`src/rtl/fpu_pkg.sv`:
```
// fpu_pkg: constants and types shared by the FPU datapath blocks
// (itof, float-to-int, add/sub normaliser).
//   F32_BIAS      binary32 exponent bias
//   F32_EXP_W     exponent field width
//   F32_FRAC_W    stored fraction width (hidden bit excluded)
//   F32_ITOF_EMAX biased exponent for a value in [2^31, 2^32)
//   f32_t         packed binary32 word {sign, exp, frac}
package fpu_pkg;

  localparam int F32_BIAS   = 127;
  localparam int F32_EXP_W  = 8;
  localparam int F32_FRAC_W = 23;

  // An int32 magnitude has at most 32 significant bits, so its MSB weight
  // is at most 2^31 and the biased exponent never exceeds bias + 31.
  localparam logic [F32_EXP_W-1:0] F32_ITOF_EMAX = 8'(F32_BIAS + 31);

  typedef struct packed {
    logic                  sign;
    logic [F32_EXP_W-1:0]  exp;
    logic [F32_FRAC_W-1:0] frac;
  } f32_t;

endpackage

```
`src/rtl/itof_if.sv`:
```
// itof_if: handshake bundle around the int-to-float converter.
//   in_valid / in_ready / x    : operand input channel
//   out_valid / out_ready / y  : binary32 result channel
//   modport slave  : the converter side
//   modport master : the producer/consumer side driving the converter
interface itof_if;

  logic        in_valid;
  logic        in_ready;
  logic [31:0] x;
  logic        out_valid;
  logic        out_ready;
  logic [31:0] y;

  modport slave (
    input  in_valid, x, out_ready,
    output in_ready, out_valid, y
  );

  modport master (
    output in_valid, x, out_ready,
    input  in_ready, out_valid, y
  );

endinterface

```
`src/rtl/lzc32.sv`:
```
// lzc32: combinational 32-bit leading-zero counter.
//   a     in  32  value to scan
//   count out 5   number of zeros above the most significant 1 (0..31)
//   zero  out 1   a is all zeros (count is then meaningless)
module lzc32 (
  input  logic [31:0] a,
  output logic [4:0]  count,
  output logic        zero
);

  // Scan from LSB to MSB so the highest set bit is the last one to write
  // the count; that leaves a plain priority chain with no early exit.
  always_comb begin
    count = '0;
    zero  = 1'b1;
    for (int i = 0; i < 32; i++) begin
      if (a[i]) begin
        count = 5'(31 - i);
        zero  = 1'b0;
      end
    end
  end

endmodule

```
`src/rtl/itof.sv`:
```
// itof: three-stage pipelined signed int32 -> IEEE-754 binary32 converter,
// round-to-nearest-even, valid/ready handshake with a single global stall.
//   clk   in  rising-edge clock
//   rstn  in  asynchronous active-low reset
//   bus   itof_if.slave: in_valid/in_ready/x in, out_valid/out_ready/y out
// Stage 1 takes the magnitude, stage 2 normalises it so bit 31 is the
// leading one, stage 3 rounds and packs the result register.
module itof
  import fpu_pkg::*;
(
  input logic   clk,
  input logic   rstn,
  itof_if.slave bus
);

  logic        en;

  logic        v1;
  logic        s1;
  logic [31:0] a1;

  logic        v2;
  logic        s2;
  logic        z2;
  logic [4:0]  lz2;
  logic [31:0] n2;

  logic        v3;
  f32_t        y_q;
  f32_t        y_d;

  logic [4:0]  lz_a1;
  logic        zero_a1;

  logic [23:0] m;
  logic        guard;
  logic        sticky;
  logic        round_up;
  logic [24:0] mr;
  logic [7:0]  e;

  // The whole pipe advances together; it only freezes when a finished
  // result is sitting in stage 3 and nobody takes it. Bubbles in stages
  // 1/2 are deliberately not squeezed out.
  assign en            = !v3 || bus.out_ready;
  assign bus.in_ready  = en;
  assign bus.out_valid = v3;
  assign bus.y         = y_q;

  lzc32 u_lzc (
    .a     (a1),
    .count (lz_a1),
    .zero  (zero_a1)
  );

  // Stage 1: capture the sign and the unsigned magnitude. 0x80000000
  // negates to itself, which is exactly the right unsigned magnitude.
  always_ff @(posedge clk or negedge rstn) begin
    if (!rstn) begin
      v1 <= 1'b0;
      s1 <= 1'b0;
      a1 <= '0;
    end else if (en) begin
      v1 <= bus.in_valid;
      s1 <= bus.x[31];
      a1 <= bus.x[31] ? (~bus.x + 32'd1) : bus.x;
    end
  end

  // Stage 2: normalise so the leading one lands in bit 31.
  always_ff @(posedge clk or negedge rstn) begin
    if (!rstn) begin
      v2  <= 1'b0;
      s2  <= 1'b0;
      z2  <= 1'b1;
      lz2 <= '0;
      n2  <= '0;
    end else if (en) begin
      v2  <= v1;
      s2  <= s1;
      z2  <= zero_a1;
      lz2 <= lz_a1;
      n2  <= a1 << lz_a1;
    end
  end

  // Stage 3 datapath: keep 24 bits (hidden one included), round to
  // nearest even on the guard bit plus sticky of everything below it.
  // A carry out of the mantissa means the value became a power of two,
  // so the exponent bumps by one and the fraction is all zeros.
  always_comb begin
    m        = n2[31:8];
    guard    = n2[7];
    sticky   = |n2[6:0];
    round_up = guard & (sticky | m[0]);
    mr       = {1'b0, m} + {24'd0, round_up};
    e        = F32_ITOF_EMAX - {3'd0, lz2} + {7'd0, mr[24]};
    y_d      = '0;
    if (!z2) begin
      y_d.sign = s2;
      y_d.exp  = e;
      y_d.frac = mr[24] ? mr[23:1] : mr[22:0];
    end
  end

  // Stage 3 register: the result held on the output until it is taken.
  always_ff @(posedge clk or negedge rstn) begin
    if (!rstn) begin
      v3  <= 1'b0;
      y_q <= '0;
    end else if (en) begin
      v3  <= v2;
      y_q <= y_d;
    end
  end

endmodule

```
`src/flat_wrapper.sv`:
```
// flat-port wrapper written by rule: the top's interface ports become plain ports
module itof_flat import fpu_pkg::*;
  (clk, rstn, bus_in_valid, bus_x, bus_out_ready, bus_in_ready, bus_out_valid, bus_y);
  itof_if bus_i ();
  input logic clk;
  input logic rstn;
  input wire logic [$bits(bus_i.in_valid)-1:0] bus_in_valid;
  input wire logic [$bits(bus_i.x)-1:0] bus_x;
  input wire logic [$bits(bus_i.out_ready)-1:0] bus_out_ready;
  output wire logic [$bits(bus_i.in_ready)-1:0] bus_in_ready;
  output wire logic [$bits(bus_i.out_valid)-1:0] bus_out_valid;
  output wire logic [$bits(bus_i.y)-1:0] bus_y;
  assign bus_i.in_valid = bus_in_valid;
  assign bus_i.x = bus_x;
  assign bus_i.out_ready = bus_out_ready;
  assign bus_in_ready = bus_i.in_ready;
  assign bus_out_valid = bus_i.out_valid;
  assign bus_y = bus_i.y;
  itof u_core (.clk(clk), .rstn(rstn), .bus(bus_i));
endmodule
```
`config.mk`:
```
export PLATFORM = sky130hd
export DESIGN_NAME = itof_flat
export DESIGN_NICKNAME = d
export VERILOG_FILES = /design/src/rtl/fpu_pkg.sv /design/src/rtl/itof_if.sv /design/src/rtl/lzc32.sv /design/src/rtl/itof.sv /design/src/flat_wrapper.sv
export SDC_FILE = /design/constraint.sdc
export NUM_CORES = 1
export LEC_CHECK = 0
export BUFFER_PORTS_ARGS = -buffer_cell sky130_fd_sc_hd__buf_4
export CELL_PAD_IN_SITES_DETAIL_PLACEMENT = 0
export CELL_PAD_IN_SITES_GLOBAL_PLACEMENT = 1
export CORE_MARGIN = 3
export CORE_UTILIZATION = 40
export DETAILED_ROUTE_END_ITERATION = 16
export PLACE_DENSITY = 0.83
export SKIP_CTS_REPAIR_TIMING = 1
export SLEW_MARGIN = 10
export SYNTH_ARGS = -nofsm -noshare
export SYNTH_HDL_FRONTEND = slang
export SYNTH_SLANG_ARGS = --single-unit
```
`constraint.sdc`:
```
create_clock -name clk -period 9 [get_ports clk]
set_input_delay 0 -clock clk [delete_from_list [all_inputs] [get_ports clk]]
set_output_delay 0 -clock clk [all_outputs]
set_load 0.03 [all_outputs]
```
# Yosys cells after proc, flatten, opt, wreduce, memory -nomap -nowiden
# Cells that the tools add are included.
# op_classes
n_addsub,4
n_shift,1
n_mux,67
bitwise,3
n_reduce_logical,3
# op_table
op,count
two-way mux 5 bit,32
two-way mux 32 bit,2
adder 32 x 1 -> 32 bit (second input constant),1
two-way mux 1 bit,32
NOT 32 bit,1
left shift 32 x 5 -> 32 bit,1
adder 24 x 1 -> 25 bit,1
two-way mux 23 bit,1
adder 8 x 1 -> 8 bit,1
subtractor 8 x 5 -> 8 bit (first input constant),1
OR reduction 7 bit,1
AND 1 bit,1
zero test 1 bit,1
logical OR 1 bit,1
bitwise OR 1 bit,1
# totals
regBits,107
input_bits,36
out_inout_bits,34
elab_cells,90

# Depth between registers and ports, before layout
# Gate-level depths: netlist (run 1).
# depth
word_depth,33
ltp_mapped,12
depth_no_buf,12

# Modules after synthesis
# From an unflattened synthesis (run 1), not the netlist that was laid out.
# unflattened
hier_cells,779
area_unflattened_um2,7260.7
# by_module_without_submodules
module,n_inst,cells_per_inst,area_per_inst_um2,seq_area_each_um2
itof,1,712,6889.1,2678.8
lzc32,1,67,371.6,0.0

# Worst setup path after synthesis (run 1)
# OpenSTA, ideal clock, no wires.
# synth_timing
path_kind,register -> register
start,reg u_core.a1[30]
end,reg u_core.n2[27]
setup_ps,138
arrival_ps,3013
required_ps,8862
slack_ps,5849
path_stages_with_launch,11
cell_sequence,dfrtp_1 -> nor2b_4 -> or3_4 -> or4_4 -> o211ai_2 -> buf_6 -> mux2i_1 -> nand2_1 -> a32o_1 -> a221oi_1 -> o31ai_1
# synth_between
elab_chain_len,3
# synth_lines
item,line_no,source
start: declaration,itof.sv:20,logic [31:0] a1;
start signal: assignment,itof.sv:66,a1 <= bus.x[31] ? (~bus.x + 32'd1) : bus.x;
two-way mux 5 bit (2 in a row),lzc32.sv:17,if (a[i]) begin
left shift 32 x 5 -> 32 bit *,itof.sv:83,n2 <= a1 << lz_a1;
end signal: assignment,itof.sv:83,
end: declaration,itof.sv:26,logic [31:0] n2;
# Every way passes the cells marked *; elsewhere a longest branch is shown, timed or not.
# A chain may end at the register's enable or synchronous reset.

# Worst setup path after layout (run 1)
# layout_timing
start,reg u_core.a1[31]
end,reg u_core.n2[27]
# layout_between
elab_chain_len,2
# layout_lines
item,line_no
two-way mux 5 bit,lzc32.sv:17
left shift 32 x 5 -> 32 bit *,itof.sv:83
# Marks and branches as above.

==> impl_results.rst, run 1 <==
.. list-table::
   :header-rows: 1

   * - Metric
     - Value
   * - Ratio of routed vias to standard cells
     - 5.81
   * - # fillers
     - about 1,700
   * - Vias in the first global route
     - roughly 6,100
   * - Die H
     - 139 um
   * - Effective utilization at floorplan
     - between 40% and 50%
   * - CTS Root Cell
     - clkbuf_16
   * - Dominant combinational cell family by area after synthesis
     - compound AO/OA/AOI/OAI gates
   * - Number of violations reported at the end of detailed-routing iteration 0
     - approximately 460
   * - Setup CP Type
     - reg -> reg
   * - Proportion of synthesized flip-flops having asynchronous set or reset
     - between 90% and 100%
   * - CP Data Required Time
     - 9.22 ns
   * - Final number of setup-violating endpoints
     - 0
   * - Number of nets with antenna violations after routing
     - 0
   * - Cell accounting for the most synthesized area
     - dfrtp_1
   * - Area growth from synthesis to final layout
     - 16.4%
   * - Cell area power density
     - between 300 and 400 mW/mm2
   * - Share of the clock period used by the worst path
     - between 40% and 50%
   * - Clock latency on the worst-skew pair
     - 0.36 ns
   * - Critical Path AT
     - approximately 4 ns
   * - Static leakage
     - roughly 3.5 nW
   * - Category of the worst setup path capture point
     - register
   * - Post-Route Skew
     - 0.0120 ns
   * - Antenna violations before repair
     - 0
   * - Worst-case hold slack
     - -0.0474 ns
   * - Hold Crit Class
     - in -> reg
   * - Synthesized netlist cell count
     - 820
   * - Number of max-slew violations in the final report
     - 0
   * - Sum Neg Setup Slack
     - 0 ns
   * - Worst Path Max Fanout
     - 17
   * - Synth Warn #
     - 0
   * - Startpoint kind of the worst setup timing path
     - register
   * - Unrepaired setup endpoints after global routing
     - false
   * - Post-synthesis compound-gate area fraction
     - about a quarter
   * - Outcome
     - complete, but fails checks
   * - Post-synthesis instance area
     - 0.00712 mm2
   * - Commonest cells in the synthesized netlist
     - nand2_1, dfrtp_1, o21ai_0
   * - Relative slew slack
     - 34.2%
   * - Maximum number of pins on one net before global-route repair
     - 94
   * - Number of remaining DRC errors
     - 0
   * - Routability congestion estimate
     - 0.900
   * - Final Hold Vio Count
     - 13
   * - Adder-cell share of the synthesized area
     - 0.703%
   * - Maximum clock insertion buffer count
     - 2
   * - Post-synthesis sequential element count
     - between 100 and 150
   * - Primary FF master, synth
     - dfrtp_1
   * - Total routed wirelength
     - 19.1 mm
   * - Most area-consuming cells after synthesis
     - dfrtp_1, nand2_1, o21ai_0
   * - Die Width
     - 139 um
   * - Post-synthesis share of cell area spent on xor and xnor gates
     - ~6.4%
   * - Final Power
     - 0.00265 W
   * - Share of the core filled with cells in the final layout
     - 47.8%
   * - Ports placed on the boundary
     - 70
   * - Shortest period the worst path allows
     - 3.76 ns
   * - Area occupied by multi-input gates
     - roughly 0.0042 mm2
   * - Clock-pin transition on the worst setup and hold timing paths
     - 0.08 ns
   * - Simple-gate area share of the yosys netlist
     - 19.5%
   * - Number of different library cells in the post-synthesis netlist
     - 70
   * - Sequential-to-total area share from yosys stat
     - 37.6%
   * - Final antenna diode count
     - 0
   * - Violations in the final reports
     - hold timing
   * - Post-synthesis mux area share
     - 8.24%
   * - Worst-case vdd ir drop
     - 0.168 mV
   * - Wire length of the first global-routing pass
     - 31.5 mm
   * - Die outline area
     - 0.0194 mm2
   * - Core Rows
     - 48
   * - Router iterations before antenna repair
     - 6
   * - Number of sinks handled by clock tree synthesis
     - 107
   * - Estimated wirelength of the detail-placed design
     - between 10 and 15 mm
   * - Pin slew with the least headroom to its limit
     - a little under 1 ns
   * - H-Tree Level Count
     - 3
   * - Share of post-route cells with drive strength above 1
     - between 10% and 20%
   * - Detailed-route wire length per cell
     - 17.2 um
   * - Number of vias after detailed routing
     - 6,444
   * - Number of nets in the layout
     - 920
   * - EDFF count, synth
     - 0
   * - Clock tree from TritonCTS
     - yes
   * - Number of I/O port buffers
     - 69
   * - Core Box Area
     - 0.0174 mm2
   * - Syn nets
     - 860
   * - Remaining global-route overflow
     - 0
   * - Area share of the largest cell type after synthesis
     - 37.3%
   * - Number of buffers added by the clock tree synthesis step
     - 9
   * - Overall routing resource usage
     - 19.6%
   * - Reported max-cap violation count
     - 0
   * - Register area
     - between 0.002 and 0.003 mm2
   * - Average footprint of a synthesized cell
     - 8.68 um2
   * - Top achievable clock speed
     - between 200 and 300 MHz
   * - Most frequently used cell type in the post-synthesis netlist
     - nand2_1
[cell usage in the layout (no fill, tap or decap), types with 7 or more instances in the layout]
master | synthesis | layout
or4_1 | 8 | 8
nor2_1 | 50 | 50
xor2_1 | 37 | 37
o31ai_1 | 23 | 23
a21o_1 | 7 | 7
a211o_1 | 8 | 8
a221o_1 | 8 | 8
mux2i_1 | 34 | 34
o211ai_1 | 7 | 7
inv_1 | 16 | 16
a22o_1 | 14 | 14
a21oi_1 | 31 | 31
mux2_2 | 8 | 8
dlygate4sd3_1 | 0 | 19
clkbuf_16 | 0 | 9
o21ai_0 | 75 | 75
a211oi_1 | 12 | 12
nand2_1 | 130 | 130
xnor2_1 | 15 | 15
dfrtp_1 | 106 | 106
nand2b_1 | 10 | 10
buf_4 | 0 | 79
nor3_1 | 24 | 24
nand4_1 | 8 | 8
nand3_1 | 20 | 20
o21a_1 | 8 | 8
nor4_1 | 14 | 14
[metal layers]
layer | global-route usage, % | up-vias | wire, um
met5 | 0 | - | 0
met3 | 2.96 | 41 | 996
met4 | 8.14 | 0 | 583
li1 | - | 3163 | -
met1 | 26.7 | 3013 | 8750
met2 | 31.3 | 227 | 8820
[sequential cells by signal, summed over array words and instances (netlist names)]
register and flops:
u_core.s1 1, u_core.a1 32, u_core.s2 1, u_core.lz2 5, u_core.v2 1, u_core.v1 1
u_core.bus.y 32, u_core.bus.out_valid 1, u_core.z2 1, u_core.n2 32
[path summary, 6_finish.rpt]
check,start,slack [ns],cells past startpoint,to
max in group asynchronous,rstn,7.60,3,u_core.s2
min reg2reg,u_core.v2,0.46,2,u_core.v2
min,bus_x[18],-0.05,3,u_core.a1[18]
min in group asynchronous,rstn,0.10,2,u_core.bus.y[7]
max reg2reg,u_core.a1[31],5.24,8,u_core.n2[27]
max,u_core.a1[31],5.24,8,u_core.n2[27]
[power breakdown]
part           switching [W]  internal [W]
clock network       0.000199      0.000204
logic               0.000816      0.000556
registers           0.000208      0.000665
[critical path, stage by stage (launching register included)]
cell      delay [ns]
dfrtp_1         0.58
nor2b_4         0.07
or3_4           0.36
or4_4           0.57
o211ai_2        0.80
mux4_2          0.59
mux2_2          0.30
a221oi_1        0.24
o31ai_1         0.11
[cell families (layout without fill, tap and decap cells)]
logic type	after synthesis	in the layout
flops	107	107
fa+ha+maj	4	4
simple gates	297	297
compound gates	246	246
buf+inv	65	130
mux	49	49
xor+xnor	52	52
[stage by stage]
stage                     setup WS [ns]  instances  instance area [um2]
after global routing               5.01       1110                 8290
after detailed placement           5.24       1075                 7790
after global placement             5.28       1075                 7790
after CTS                          5.23       1091                 8100
after floorplan                    5.85        820                 7120
final                              5.24       1110                 8290
[final cells by class]
type                       instances  share of cell area, %
inverter                          16                  0.725
clock buffer                      10                   2.88
clock inverter                     6                  0.815
timing repair buffer              98                   9.45
sequential                       107                   32.3
tap                              225                   3.40
multi-input combinational        648                   50.4
(Power assumes the default switching activity.)
==> run 2, diff against run 1 <==
--- a/config.mk
+++ b/config.mk
@@ -11,7 +11,7 @@
 export CORE_MARGIN = 3
 export CORE_UTILIZATION = 40
 export DETAILED_ROUTE_END_ITERATION = 16
-export PLACE_DENSITY = 0.83
+export PLACE_DENSITY = 0.86
 export SKIP_CTS_REPAIR_TIMING = 1
 export SLEW_MARGIN = 10
 export SYNTH_ARGS = -nofsm -noshare
==> constraint.sdc (replaced) <==
create_clock -name clk -period 3.1 [get_ports clk]
set_input_delay 0 -clock clk [delete_from_list [all_inputs] [get_ports clk]]
set_output_delay 0 -clock clk [all_outputs]
set_load 0.03 [all_outputs]
==> impl_results.rst, run 2 (synthesized netlist as in run 1, its figures left out) <==
.. list-table::
   :header-rows: 1

   * - Metric
     - Value
   * - Hold Crit Class
     - in -> reg
   * - Estimated wirelength of the detail-placed design
     - 15.4 mm (+10%)
   * - Post-Place Cell Area
     - 0.00838 mm2 (+7.6%)
   * - Routability congestion estimate
     - 0.912 (+1.4%)
   * - Ports placed on the boundary
     - 70 (unchanged)
   * - Die outline area
     - 0.0194 mm2 (unchanged)
   * - Pin slew with the least headroom to its limit
     - 0.617 ns (-0.371 ns)
   * - Number of remaining DRC errors
     - 0 (unchanged)
   * - Ratio of routed vias to standard cells
     - 5.72 (-1.4%)
   * - Internal power component
     - 0.00478 W (+240%)
   * - Critical path origin
     - u_core.a1[16]
   * - Number of sinks handled by clock tree synthesis
     - 107 (unchanged)
   * - # fillers
     - 1,655 (-3.6%)
   * - Final Hold Vio Count
     - 18 (+5)
   * - Share of post-route cells with drive strength above 1
     - 22.1% (+8.5 points)
   * - Remaining global-route overflow
     - 0 (unchanged)
   * - Core Rows
     - 48 (unchanged)
   * - Die H
     - 139 um (unchanged)
   * - Worst path max stage delay
     - 0.59 ns (-0.21 ns)
   * - Number of vias after detailed routing
     - 6,793 (+5.4%)
   * - Top achievable clock speed
     - 333 MHz (+25%)
   * - Post-Route Skew
     - 0.0107 ns (-0.00132 ns)
   * - CTS Root Cell
     - clkbuf_16
   * - Antenna violations before repair
     - 0 (unchanged)
   * - Total routed wirelength
     - 20.3 mm (+6.0%)
   * - Clock tree from TritonCTS
     - yes
   * - Die Width
     - 139 um (unchanged)
   * - Vias in the first global route
     - 6,224 (+2.0%)
   * - Sum Neg Setup Slack
     - 0 ns (unchanged)
   * - Outcome
     - complete, but fails checks
   * - Number of placed instances, taps included
     - 1,146 (+6.6%)
   * - Setup CP Type
     - reg -> reg
   * - Shortest period the worst path allows
     - 3.00 ns (-0.760 ns)
   * - Share of the clock period used by the worst path
     - 96.9% (+55 points)
   * - Final number of setup-violating endpoints
     - 0 (unchanged)
   * - Router iterations before antenna repair
     - 5 (-1)
   * - Number of I/O port buffers
     - 69 (unchanged)
   * - Reg-to-Reg Start
     - u_core.a1[16]
   * - CP Data Required Time
     - 3.35 ns (-5.87 ns)
   * - Net Sw Power
     - 0.00374 W (+210%)
   * - Worst Path Max Fanout
     - 4 (-13)
   * - Relative contribution of sequential cells to total power
     - 28.8% (-4.2 points)
   * - Critical Path AT
     - 3.25 ns (-0.73 ns)
   * - Most used cells in the layout excluding fill and tap cells
     - buf_4, nand2_1, dfrtp_1
   * - Largest delay share family, worst path
     - simple AND/OR/NAND/NOR gates
   * - CP Buf/Inv Count
     - 1 (+1)
   * - Final design instance area without fill
     - 0.00906 mm2 (+9.3%)
   * - Core Box Area
     - 0.0174 mm2 (unchanged)
   * - Area growth from synthesis to final layout
     - 27.3%
   * - Proportion of power drawn by the clock network
     - 14.8% (-0.4 points)
   * - Number of nets in the layout
     - 997 (+8.4%)
   * - Number of violations reported at the end of detailed-routing iteration 0
     - 510 (+11%)
   * - Critical path cell sequence
     - or3_4 -> or4_4 -> o211ai_4 -> buf_4 -> mux4_2 -> mux2_2 -> a221oi_2 -> o31ai_1
   * - Wire length of the first global-routing pass
     - 32.5 mm (+3.2%)
   * - Critical-path top delay cell
     - or4_4
   * - Filler-free cell count of the finished design
     - 1,187 (+6.9%)
   * - Cell area power density
     - 940 mW/mm2 (+190%)
   * - Number of max-slew violations in the final report
     - 0 (unchanged)
   * - Startpoint kind of the worst setup timing path
     - register
   * - Combinational share of power
     - 56.4% (+4.6 points)
   * - Number of buffers added by the clock tree synthesis step
     - 9 (unchanged)
   * - Final antenna diode count
     - 0 (unchanged)
   * - Relative slew slack
     - 58.5% (+24 points)
   * - Static leakage
     - 3.88 nW (+11%)
   * - Worst-case vdd ir drop
     - 0.520 mV (+210%)
   * - Maximum number of pins on one net before global-route repair
     - 69 (-27%)
   * - Number of nets with antenna violations after routing
     - 0 (unchanged)
   * - Reported max-cap violation count
     - 0 (unchanged)
   * - Category of the worst setup path capture point
     - register
   * - Overall routing resource usage
     - 20.4% (+0.74 points)
   * - Maximum clock insertion buffer count
     - 2 (unchanged)
   * - Worst-case hold slack
     - -0.0559 ns (-0.00856 ns)
   * - Violations in the final reports
     - hold timing
   * - H-Tree Level Count
     - 3 (unchanged)
   * - Clock-pin transition on the worst setup and hold timing paths
     - 0.08 ns (about the same)
   * - Launch instance of the worst min-delay path
     - bus_x[17]
   * - Effective utilization at floorplan
     - 41.0% (unchanged)
   * - Clock latency on the worst-skew pair
     - 0.37 ns (about the same)
   * - Leading cell type in the layout, fill and taps excluded
     - buf_4
   * - Sw Share
     - 43.9% (-2.3 points)
   * - Detailed-route wire length per cell
     - 17.1 um (-0.88%)
==> run 2: through the flow <==
step / power (W) / setup slack, ns / hold slack (ns) / util [%]
finish: 0.00852 / 0.0973 / -0.0559 / 52.2
global route: 0.00907 / -0.00456 / 0.000422 / 52.2
CTS: 0.00828 / -0.0838 / -0.451 / 50.2
detailed placement: 0.00701 / -0.0814 / -0.0571 / 48.3
global placement: 0.00694 / 0.0138 / -0.0547 / 48.3
floorplan: 0.00528 / 0.0330 / -0.296 / -
==> run 2: worst paths after layout <==
| path | end | slack, ns | cells past startpoint |
|---|---|---|---|
| worst max-delay path | u_core.n2[27] | 0.1 | 8 |
| worst min register to register | u_core.v1 | 0.47 | 2 |
| worst max register to register | u_core.n2[27] | 0.1 | 8 |
| max in group asynchronous | u_core.z2 | 2.29 | 3 |
| min in group asynchronous | u_core.n2[14] | 0.09 | 2 |
| worst min-delay path | u_core.a1[17] | -0.06 | 3 |
==> run 2: metal layers <==
| layer | track usage (%) | share of wire (%) | wire, um | up-vias |
|---|---|---|---|---|
| met5 | 0 | 0 | 0 | - |
| li1 | - | - | - | 3313 |
| met3 | 3.47 | 5.8 | 1170 | 31 |
| met4 | 7.36 | 2.5 | 503 | 0 |
| met1 | 27.4 | 44 | 9020 | 3230 |
| met2 | 33.2 | 47 | 9600 | 219 |
==> run 2: power groups by stage <==
stage	Combinational, W	Sequential, W	Clock (W)
2_1_floorplan	0.00256	0.00272	0
3_3_place_gp	0.00449	0.00245	0
3_5_place_dp	0.00454	0.00247	0
4_1_cts	0.00456	0.00244	0.00129
5_1_grt	0.00519	0.00254	0.00134
6_report	0.00480	0.00245	0.00126
==> run 2: worst register-to-register path, delay by kind of cell (launching register included) <==
family                 cells  cell delay (ns)
AOI/OAI and AO/OA          3             0.58
buffers and inverters      1             0.15
and+or+nand+nor            2             0.99
DFF                        1             0.38
muxes                      2             0.79
==> run 2: area by class of cell <==
| class | count | area (um2) | share of cell area [%] |
|---|---|---|---|
| clock buffer | 11 | 233 | 2.57 |
| clock inverter | 5 | 87.6 | 0.966 |
| inverter | 16 | 60.1 | 0.663 |
| multi-input combinational | 649 | 4320 | 47.6 |
| sequential | 107 | 2680 | 29.6 |
| tap | 225 | 282 | 3.11 |
| timing repair buffer | 174 | 1410 | 15.5 |
==> run 3, diff against run 2 <==
--- a/config.mk
+++ b/config.mk
@@ -8,7 +8,6 @@
 export BUFFER_PORTS_ARGS = -buffer_cell sky130_fd_sc_hd__buf_4
 export CELL_PAD_IN_SITES_DETAIL_PLACEMENT = 0
 export CELL_PAD_IN_SITES_GLOBAL_PLACEMENT = 1
-export CORE_MARGIN = 3
 export CORE_UTILIZATION = 40
 export DETAILED_ROUTE_END_ITERATION = 16
 export PLACE_DENSITY = 0.86
==> impl_results.rst, run 3 (synthesized netlist as in run 1, its figures left out) <==
.. list-table::
   :header-rows: 1

   * - Metric
     - Value
   * - Die outline area
     - 0.0183 mm2 (-5.7%)
   * - Ratio of routed vias to standard cells
     - 5.74 (+0.31%)
   * - Maximum number of pins on one net before global-route repair
     - 79 (+14%)
   * - Ports placed on the boundary
     - 70 (unchanged)
   * - Number of buffers added by the clock tree synthesis step
     - 9 (unchanged)
   * - Number of nets with antenna violations after routing
     - 0 (unchanged)
   * - Worst path max stage delay
     - 0.59 ns (about the same)
   * - Critical path cell sequence
     - or3_4 -> or4_4 -> o211ai_4 -> buf_4 -> mux4_2 -> mux2_4 -> a221oi_2 -> o31ai_1
   * - Combinational share of power
     - 56.0% (-0.4 points)
   * - Net Sw Power
     - 0.00372 W (-0.35%)
   * - Share of the clock period used by the worst path
     - 97.3% (+0.43 points)
   * - Final Hold Vio Count
     - 15 (-3)
   * - Overall routing resource usage
     - 22.8% (+2.4 points)
   * - Proportion of power drawn by the clock network
     - 14.5% (-0.3 points)
   * - Core Box Area
     - 0.0174 mm2 (unchanged)
   * - Sw Share
     - 44.7% (+0.80 points)
   * - Critical Path AT
     - 3.26 ns (about the same)
   * - Worst Path Max Fanout
     - 4 (unchanged)
   * - Shortest period the worst path allows
     - 3.02 ns (+0.0132 ns)
   * - Relative contribution of sequential cells to total power
     - 29.5% (+0.7 points)
   * - Number of remaining DRC errors
     - 0 (unchanged)
   * - Setup CP Type
     - reg -> reg
   * - Relative slew slack
     - 34.0% (-24 points)
   * - Launch instance of the worst min-delay path
     - bus_x[13]
   * - # fillers
     - 1,659 (+0.24%)
   * - Internal power component
     - 0.00461 W (-3.5%)
   * - Router iterations before antenna repair
     - 6 (+1)
   * - Remaining global-route overflow
     - 0 (unchanged)
   * - Leading cell type in the layout, fill and taps excluded
     - buf_4
   * - Number of I/O port buffers
     - 69 (unchanged)
   * - Outcome
     - complete, but fails checks
   * - Total routed wirelength
     - 20.2 mm (-0.34%)
   * - Pin slew with the least headroom to its limit
     - 0.990 ns (+0.373 ns)
   * - Reg-to-Reg Start
     - u_core.a1[18]
   * - Number of sinks handled by clock tree synthesis
     - 107 (unchanged)
   * - Final antenna diode count
     - 0 (unchanged)
   * - Reported max-cap violation count
     - 0 (unchanged)
   * - Most used cells in the layout excluding fill and tap cells
     - buf_4, nand2_1, dfrtp_1
   * - Largest delay share family, worst path
     - simple AND/OR/NAND/NOR gates
   * - Hold Crit Class
     - in -> reg
   * - Number of max-slew violations in the final report
     - 0 (unchanged)
   * - Post-Route Skew
     - 0.00728 ns (-0.00343 ns)
   * - Estimated wirelength of the detail-placed design
     - 15.2 mm (-1.3%)
   * - Maximum clock insertion buffer count
     - 2 (unchanged)
   * - Number of stages on the worst hold path
     - 3 (unchanged)
   * - Register-to-Register Path Depth
     - 8 (unchanged)
   * - Antenna violations before repair
     - 0 (unchanged)
   * - Cell area power density
     - 937 mW/mm2 (-0.26%)
   * - Number of nets in the layout
     - 990 (-0.70%)
   * - Worst path setup slack after routing
     - 0.0841 ns (-0.0132 ns)
   * - Final number of setup-violating endpoints
     - 0 (unchanged)
   * - Die Width
     - 135 um (-2.9%)
   * - CP Buf/Inv Count
     - 1 (unchanged)
   * - Worst-case hold slack
     - -0.0513 ns (+0.00463 ns)
   * - Detailed-route wire length per cell
     - 17.1 um (+0.26%)
   * - Category of the worst setup path capture point
     - register
   * - Top achievable clock speed
     - 332 MHz (-0.44%)
   * - Sum Neg Setup Slack
     - 0 ns (unchanged)
   * - Depth of the critical timing path with buffers and inverters included
     - 8 (unchanged)
   * - Critical-path top delay cell
     - or4_4
   * - Effective utilization at floorplan
     - 41.0% (unchanged)
   * - H-Tree Level Count
     - 3 (unchanged)
   * - Wire length of the first global-routing pass
     - 32.7 mm (+0.74%)
   * - Startpoint kind of the worst setup timing path
     - register
   * - Number of violations reported at the end of detailed-routing iteration 0
     - 551 (+8.0%)
   * - CP Data Required Time
     - 3.34 ns (about the same)
   * - Routability congestion estimate
     - 0.976 (+7.0%)
   * - Share of post-route cells with drive strength above 1
     - 21.5% (-0.68 points)
   * - Critical path origin
     - u_core.a1[18]
   * - CTS Root Cell
     - clkbuf_16
   * - Vias in the first global route
     - 6,326 (+1.6%)
   * - Static leakage
     - 3.83 nW (-1.2%)
   * - Area growth from synthesis to final layout
     - 24.9%
   * - Clock tree from TritonCTS
     - yes
   * - Violations in the final reports
     - hold timing
   * - Share of the core filled with cells in the final layout
     - 51.2% (-0.98 points)
   * - Die H
     - 135 um (-2.9%)
   * - Clock latency on the worst-skew pair
     - 0.37 ns (about the same)
   * - Worst-case vdd ir drop
     - 0.514 mV (-1.1%)
   * - Core Rows
     - 48 (unchanged)
   * - Clock-pin transition on the worst setup and hold timing paths
     - 0.07 ns (about the same)
   * - Number of vias after detailed routing
     - 6,774 (-0.28%)
   * - Post-Place Setup Slack
     - -0.0610 ns (+0.0204 ns)
[run 3: power groups by stage]
stage	clock, W	combinational (W)	sequential, W
detailed placement	0	0.00446	0.00247
CTS	0.00123	0.00448	0.00244
global route	0.00128	0.00503	0.00253
global placement	0	0.00440	0.00246
floorplan	0	0.00256	0.00272
finish	0.00121	0.00467	0.00246
[run 3: final cells by class]
cell class                      count  area, um2  share of cell area, %
Tap cell                          225        282                   3.17
Multi-Input combinational cell    648       4250                   47.8
Sequential cell                   107       2680                   30.1
Inverter                           16       60.1                  0.675
Timing Repair Buffer              168       1320                   14.8
Clock inverter                      6       72.6                  0.816
Clock buffer                       10        229                   2.57
[run 3: per-layer routing]
layer / up-vias / share of wire (%) / global-route usage [%]
li1: 3294 / - / -
met1: 3203 / 45 / 30.0
met2: 233 / 47 / 37.0
met3: 44 / 4.8 / 4.19
met4: 0 / 3.0 / 8.80
met5: - / 0 / 0
[run 3: worst paths after layout]
kind,end,slack (ns)
min in group asynchronous,u_core.bus.y[13],0.34
min,u_core.a1[13],-0.05
max in group asynchronous,u_core.a1[23],1.93
max reg2reg,u_core.n2[27],0.08
min reg2reg,u_core.v2,0.46
max,u_core.n2[27],0.08
[run 3: per-stage QoR]
step	hold WS (ns)	total power (W)	std cells	instance area, um2
after floorplan	-0.296	0.00528	820	7130
after global placement	0.208	0.00685	1142	8300
after detailed placement	0.215	0.00693	1142	8300
after CTS	-0.166	0.00815	1158	8610
after global routing	0.000774	0.00884	1180	8890
final	-0.0513	0.00834	1180	8890
[run 3: tightest hold or removal path: cells and delay by family]
kind                      cells  cell delay, ns
AOI/OAI and AO/OA             1            0.13
buffers and inverters         1            0.09
xor gates and xnor gates      1            0.05
